### src/rtl/serial_pkg.sv
// Shared types and constants for the serial slave: byte width, bit counter
// width, frame state encoding and a small shift helper.
package serial_pkg;

  localparam int unsigned BYTE_W   = 8;
  localparam int unsigned BITCNT_W = 3;

  typedef logic [BYTE_W-1:0]   byte_t;
  typedef logic [BITCNT_W-1:0] bitcnt_t;

  typedef enum logic [0:0] {
    StIdle   = 1'b0,
    StActive = 1'b1
  } state_e;

  // MSB-first serial shift: new bit enters at the LSB.
  function automatic byte_t shift_in(input byte_t cur, input logic b);
    return {cur[BYTE_W-2:0], b};
  endfunction

endpackage

### src/rtl/sync_edge.sv
// N-flop synchronizer for an asynchronous input, followed by one history flop
// that turns the synchronized level into single-cycle rise/fall strobes.
module sync_edge #(
  parameter int unsigned SYNC_STAGES = 2,
  parameter logic        RESET_VAL   = 1'b0
) (
  input  logic clk_i,
  input  logic rst_ni,
  input  logic async_i,
  output logic rise_o,
  output logic fall_o
);

  logic [SYNC_STAGES-1:0] sync_q, sync_d;
  logic                   prev_q, prev_d;
  logic                   level;

  assign level = sync_q[SYNC_STAGES-1];

  always_comb begin
    sync_d = {sync_q[SYNC_STAGES-2:0], async_i};
    prev_d = level;
  end

  // Reset to the pin's idle level so a released reset never fakes an edge.
  always_ff @(posedge clk_i or negedge rst_ni) begin
    if (!rst_ni) begin
      sync_q <= {SYNC_STAGES{RESET_VAL}};
      prev_q <= RESET_VAL;
    end else begin
      sync_q <= sync_d;
      prev_q <= prev_d;
    end
  end

  assign rise_o = level & ~prev_q;
  assign fall_o = ~level & prev_q;

endmodule

### src/rtl/serial_slave.sv
// Byte-oriented serial slave: samples SI on FCK rise, launches SO on FCK fall,
// frames delimited by CSN, all serial pins oversampled in the CLK domain.
module serial_slave import serial_pkg::*; #(
  parameter int unsigned SYNC_STAGES = 2
) (
  input  logic              CLK,
  input  logic              RSTN,
  input  logic              FCK,
  input  logic              CSN,
  input  logic              SI,
  output logic              SO,
  output logic              SOE,
  input  logic [BYTE_W-1:0] TXDATA,
  output logic              TXREQ,
  output logic [BYTE_W-1:0] RXDATA,
  output logic              RXSTB,
  output logic              BUSY,
  output logic              ABORT
);

  logic fck_rise, fck_fall;
  logic csn_rise, csn_fall;

  sync_edge #(
    .SYNC_STAGES(SYNC_STAGES),
    .RESET_VAL  (1'b1)
  ) u_fck_sync (
    .clk_i  (CLK),
    .rst_ni (RSTN),
    .async_i(FCK),
    .rise_o (fck_rise),
    .fall_o (fck_fall)
  );

  sync_edge #(
    .SYNC_STAGES(SYNC_STAGES),
    .RESET_VAL  (1'b1)
  ) u_csn_sync (
    .clk_i  (CLK),
    .rst_ni (RSTN),
    .async_i(CSN),
    .rise_o (csn_rise),
    .fall_o (csn_fall)
  );

  // SI uses the same depth as FCK so data lines up with the detected rise.
  logic [SYNC_STAGES-1:0] si_q, si_d;
  logic                   si_s;

  assign si_s = si_q[SYNC_STAGES-1];

  state_e  state_q, state_d;
  bitcnt_t bitcnt_q, bitcnt_d;
  byte_t   tx_sh_q, tx_sh_d;
  byte_t   rx_sh_q, rx_sh_d;
  byte_t   rxdata_q, rxdata_d;
  logic    rxstb_q, rxstb_d;
  logic    txreq_q, txreq_d;
  logic    abort_q, abort_d;

  always_comb begin
    si_d     = {si_q[SYNC_STAGES-2:0], SI};
    state_d  = state_q;
    bitcnt_d = bitcnt_q;
    tx_sh_d  = tx_sh_q;
    rx_sh_d  = rx_sh_q;
    rxdata_d = rxdata_q;
    rxstb_d  = 1'b0;
    txreq_d  = 1'b0;
    abort_d  = 1'b0;

    unique case (state_q)
      StIdle: begin
        if (csn_fall) begin
          state_d  = StActive;
          bitcnt_d = '0;
          tx_sh_d  = '0;
          rx_sh_d  = '0;
        end
      end

      StActive: begin
        if (csn_rise) begin
          state_d  = StIdle;
          bitcnt_d = '0;
          abort_d  = (bitcnt_q != '0);
        end else begin
          // Fall at bit 0 launches a new byte; later falls expose the next bit.
          if (fck_fall) begin
            if (bitcnt_q == '0) begin
              tx_sh_d = TXDATA;
            end else begin
              tx_sh_d = {tx_sh_q[BYTE_W-2:0], 1'b0};
            end
          end
          if (fck_rise) begin
            rx_sh_d  = shift_in(rx_sh_q, si_s);
            bitcnt_d = bitcnt_q + 1'b1;
            if (bitcnt_q == '1) begin
              rxdata_d = shift_in(rx_sh_q, si_s);
              rxstb_d  = 1'b1;
              txreq_d  = 1'b1;
            end
          end
        end
      end

      default: state_d = StIdle;
    endcase
  end

  always_ff @(posedge CLK or negedge RSTN) begin
    if (!RSTN) begin
      si_q     <= '0;
      state_q  <= StIdle;
      bitcnt_q <= '0;
      tx_sh_q  <= '0;
      rx_sh_q  <= '0;
      rxdata_q <= '0;
      rxstb_q  <= 1'b0;
      txreq_q  <= 1'b0;
      abort_q  <= 1'b0;
    end else begin
      si_q     <= si_d;
      state_q  <= state_d;
      bitcnt_q <= bitcnt_d;
      tx_sh_q  <= tx_sh_d;
      rx_sh_q  <= rx_sh_d;
      rxdata_q <= rxdata_d;
      rxstb_q  <= rxstb_d;
      txreq_q  <= txreq_d;
      abort_q  <= abort_d;
    end
  end

  assign BUSY   = (state_q == StActive);
  assign SOE    = BUSY;
  assign SO     = BUSY & tx_sh_q[BYTE_W-1];
  assign RXDATA = rxdata_q;
  assign RXSTB  = rxstb_q;
  assign TXREQ  = txreq_q;
  assign ABORT  = abort_q;

endmodule

### config.mk
export PLATFORM = sky130hd
export DESIGN_NAME = serial_slave
export DESIGN_NICKNAME = d
export VERILOG_FILES = /design/src/rtl/serial_pkg.sv /design/src/rtl/sync_edge.sv /design/src/rtl/serial_slave.sv
export SDC_FILE = /design/constraint.sdc
export NUM_CORES = 1
export LEC_CHECK = 0
export BUFFER_PORTS_ARGS = -buffer_cell sky130_fd_sc_hd__buf_2
export CORE_MARGIN = 3
export CORE_UTILIZATION = 30
export CTS_BUF_LIST = sky130_fd_sc_hd__clkbuf_8 sky130_fd_sc_hd__clkbuf_16
export DETAILED_ROUTE_END_ITERATION = 8
export GPL_ROUTABILITY_DRIVEN = 0
export PLACE_DENSITY = 0.49
export SLEW_MARGIN = 20
export SYNTH_ARGS = -nofsm -noshare
export SYNTH_HDL_FRONTEND = slang
export SYNTH_HIERARCHICAL = 1
export SYNTH_SLANG_ARGS = --single-unit
### constraint.sdc
create_clock -name CLK -period 1.5 [get_ports CLK]
set_clock_uncertainty 0.1 [all_clocks]
set_input_delay 0.075 -clock CLK [delete_from_list [all_inputs] [get_ports CLK]]
set_output_delay 0.075 -clock CLK [all_outputs]
set_load 0.1 [all_outputs]
Word-level counts from Yosys, hierarchy flattened
Cells that the tools add are included.
{ "word_totals": {"regBits": 37, "in_bits": 13, "out_inout_bits": 14, "elab_cells": 57} }
{ "op_classes": {"add_sub_neg": 1, "n_eq_ne": 6, "muxes": 21, "bitwise": 11, "reduce_logical": 6} }
{ "op_table": {"columns": ["op", "n"], "rows": [
  ["$mux W8", 4],
  ["$pmux W8 S2", 1],
  ["$mux W7", 2],
  ["$pmux W7 S2", 1],
  ["$mux W3", 3],
  ["$mux W1", 8],
  ["$ne A2 B2 Y1 const B", 4],
  ["$not A1 Y1", 6],
  ["$pmux W3 S2", 1],
  ["$reduce_and A3 Y1", 2],
  ["$and A1 B1 Y1", 5],
  ["$reduce_and A4 Y1", 1],
  ["$add A3 B1 Y3 const B", 1],
  ["$eq A3 B3 Y1 const B", 1],
  ["$logic_not A3 Y1", 1],
  ["$ne A3 B3 Y1 const B", 1],
  ["$reduce_bool A3 Y1", 1],
  ["$pmux W1 S2", 1],
  ["$reduce_and A2 Y1", 1]
]} }

Longest topological paths before layout
{ "depth": {"depth_word": 5, "mapped_depth": 6, "ltp_nobuf": 5} }

By module
The synthesis kept the hierarchy.
{ "by_module_without_submodules": {"columns": ["module", "instances", "cells_per_inst", "area_per_inst_um2", "seq_area_each_um2"], "rows": [
  ["serial_slave", 1, 98, 1330.0, 775.7],
  ["sync_edge", 2, 5, 93.8, 78.8]
]} }

Worst setup path after synthesis
No wires, ideal clock.
{ "synth_path": {"path_type": "flip-flop to output port", "startpoint": "register state_q, in the netlist BUSY", "endpoint": "output port SO", "t_arrival_ps": 2078, "setup_slack_ps": -753, "path_stages_with_launch": 3, "n_path_buf": 1, "cell_sequence": "dfrtp_1 > clkbuf_1 > and2_1"} }
{ "synth_between": {"elab_chain_cells": 1} }
{ "synth_lines": {"columns": ["element", "line", "source"], "rows": [
  ["start: declaration", "serial_slave.sv:52", "state_e state_q, state_d;"],
  ["start signal: assignment", "serial_slave.sv:115", "state_q <= StIdle;"],
  ["start signal: assignment", "serial_slave.sv:125", "state_q <= state_d;"],
  ["$and A1 B1 Y1", "serial_slave.sv:138", "assign SO = BUSY & tx_sh_q[BYTE_W-1];"],
  ["end: declaration", "serial_slave.sv:11", "output logic SO,"]
]} }
No other way between the ends.

Worst setup path in the final report
{ "layout_path": {"startpoint": "register u_csn_sync.sync_q[1]", "endpoint": "register rxdata_q[4], in the netlist RXDATA[4]"} }
{ "layout_between": {"elab_chain_cells": 3} }
{ "layout_lines": {"columns": ["element", "line", "source"], "rows": [
  ["start: declaration", "sync_edge.sv:14", "logic [SYNC_STAGES-1:0] sync_q, sync_d;"],
  ["start signal: assignment", "sync_edge.sv:28", "sync_q <= {SYNC_STAGES{RESET_VAL}};"],
  ["start signal: assignment", "sync_edge.sv:31", "sync_q <= sync_d;"],
  ["$and A1 B1 Y1", "sync_edge.sv:36", "assign rise_o = level & ~prev_q;"],
  ["net csn_rise", "serial_slave.sv:22", "logic csn_rise, csn_fall;"],
  ["$not A1 Y1 (no source line)", null, null],
  ["$reduce_and A4 Y1 (no source line)", null, null],
  ["end signal: assignment", "serial_slave.sv:129", "rxdata_q <= rxdata_d;"],
  ["end: declaration", "serial_slave.sv:56", "byte_t rxdata_q, rxdata_d;"]
]} }
The timed path passes the listed nets, and every way through them passes these cells.
A chain may end at the register's enable or synchronous reset.

==> out/results.txt <==
Status = finished with violations
Failing checks = negative hold slack, negative setup slack
Startpoint types = register
Max FO, Critical Path = 5
Clk_lat worst skew = 0.28 ns
Syn nets = 124
CP Class = register to register
Area Overhead vs Synth = 49.8%
GRT Total Usage = 10.9%
Cells along the critical path = nor2b_4, and3b_2, nand2_4, mux2_2
Max-Slew Margin vs Limit = 67.8%
HP Class = primary input to register
Clock tree root driver cell = clkbuf_8
Leakage = 1.22 nW
Drt pass-1 iters = 4
RSZ-0062 raised after global routing = true
Count of cell types in the netlist = 29
Die Width = 77.1 µm
CTS Buf Count = 5
Max cap viols = 0
Ranking of synthesized cells by area = dfrtp_1, dfstp_2, mux2_2, mux2i_1, o2bb2ai_1
Async S/R FF share, synth = 100%
# IOs = 27
Arrival @ worst endpoint = 1.69 ns
Pin count of the biggest net entering global routing = 18
Critical path buffers and inverters = 0
Initial antenna violation count = 0
EDFF count, synth = 0
Power, Total = 2.66 mW
HPWL Detailed = 1.95 mm
Via density = 4.33
Area share of the largest cell type after synthesis = 51.1%
Dpl cells = 207
CP top delay family = flip-flops
Reg clk slew, reported paths = 0.07 ns
Synthesized flop and latch total = 37
Mapped cell area = 1520 µm²
Slew of the pin with the lowest slew margin = 0.487 ns
Nature of the critical path endpoint = register
Vias in the first global route = 1,069
Synth warn = 6
Post-synthesis sequential area ratio = 61.5%
Pwr Density = 1170 nW/µm²
Tmin final = 1.62 ns
Fill cells = 454
Core footprint = 4820 µm²
Fmax = 0.619 GHz
Yosys top cell by area = dfrtp_1
DRC Markers = 0
Commonest cells in the synthesized netlist = dfrtp_1, mux2_2, and3_1
DIE AREA = 5950 µm²
Most instantiated library cell after synthesis = dfrtp_1
WL final = 2.89 mm
Final Net Count = 177
CTS tree = built
Ant. Diodes = 0
Core Util, Final = 47.2%
Tcrit/Tclk final = 108%
CTS Sinks = 37
Vert. Die Dim = 77.1 µm
Finished Layout Cells = 229
Max incr delay on CP = 0.53 ns
Synthesized netlist cell count = 108
CP required = 1.57 ns
Layout cells sized above 1 = 62.3%
Final Max Tran Viols = 0
Syn_area_per_cell = 14.1 µm²
Initial core utilization = 31.5%
Setup TNS = -1.82 ns
Core Rows = 25
VDD IR max = 440 µV
Clock buffer depth = 2
Port-buffer cells = 26
Iter 0 DRT Violations = 39
Remaining Overflow, GRT = 0
Worst Setup Slack, final = -0.116 ns
Primary FF master, synth = dfrtp_1
Crit-path slowest cell = dfstp_2
Final setup fails = 22
DR WL/cell = 12.6 µm
Routed vias = 991
Final hold viol count = 1
H-tree Lvls = 2
Hold_ws = -0.0162 ns
Routed Antenna Nets = 0
Global-route wire length before repair = 5.16 mm
[registers in the layout, indices dropped and copies added, names as in the netlist]
signal and flops:
bitcnt_q 3, rx_sh_q 7, u_fck_sync/prev_q 1, BUSY 1, RXDATA 8, tx_sh_q 8, TXREQ 1, ABORT 1
si_q 2, u_csn_sync/prev_q 1, u_csn_sync/sync_q 2, u_fck_sync/sync_q 2
[path summary, 6_finish.rpt]
kind | start | to | slack, ns | cells after the start
max reg2reg | u_csn_sync/sync_q[1] | RXDATA[4] | -0.12 | 4
min in group asynchronous | RSTN | si_q[0] | 0.06 | 2
max | u_csn_sync/sync_q[1] | RXDATA[4] | -0.12 | 4
max in group asynchronous | RSTN | u_csn_sync/prev_q | 0.74 | 3
min reg2reg | si_q[0] | si_q[1] | 0.25 | 0
min | TXDATA[5] | tx_sh_q[5] | -0.02 | 3
[report_power, final]
| part | switching [mW] | internal (mW) |
|---|---|---|
| logic | 0.318 | 0.329 |
| clock network | 0.333 | 0.535 |
| registers | 0.0620 | 1.08 |
[per-stage QoR]
stage / worst slack, ns / area, µm²
6_report: -0.116 / 2270
5_1_grt: -0.174 / 2270
3_3_place_gp: -0.160 / 1880
2_1_floorplan: -0.0964 / 1580
4_1_cts: -0.126 / 2170
3_5_place_dp: -0.186 / 1880
[tightest hold or removal path, cell delays in order]
cell and delay (ns):
buf_2 0.09, mux2i_2 0.06, o2bb2ai_2 0.11
[kinds of logic after synthesis]
family                     synth area share, %
AOI/OAI and AO/OA                         9.40
adders and majority gates                 2.47
buffers and inverters                     3.63
DFF                                       61.5
muxes                                     12.3
and+or+nand+nor                           10.7
[final cells by class]
type                            count  area, µm²  area share [%]
Sequential cell                    37        937            41.2
Clock inverter                      2       33.8            1.49
Clock buffer                        6       82.6            3.63
Multi-Input combinational cell     62        709            31.2
Tap cell                           67       83.8            3.69
Inverter                            4       15.0           0.660
Timing Repair Buffer               51        412            18.1
[cells in the final DEF, fill, tap and decap left out, types with 5 or more instances in the layout]
cell type,netlist,final
and3_4,0,7
buf_4,2,10
dfrtp_1,31,30
a21o_1,7,7
clkbuf_8,0,6
dlygate4sd3_1,0,9
mux2_2,9,6
o2bb2ai_2,0,7
dfstp_2,6,6
buf_2,1,23
inv_1,4,5
mux2i_2,0,6
buf_6,1,5
[layer usage]
layer	track usage [%]	routed length (µm)
met5	0	0
met4	4.80	54
met3	3.17	121
met2	16.0	1310
met1	14.9	1400
[timing repair]
action | 4_1_cts | 5_1_grt
hold endpoints to repair | 40 | 3
resized for setup | 20 | 13
pin swaps | 4 | 9
gates cloned | 1 | 0
setup endpoints to repair | 27 | 27
hold buffers | 6 | 3
buffers inserted | 2 | 2
No activity file was read; power rests on OpenSTA's default activity.
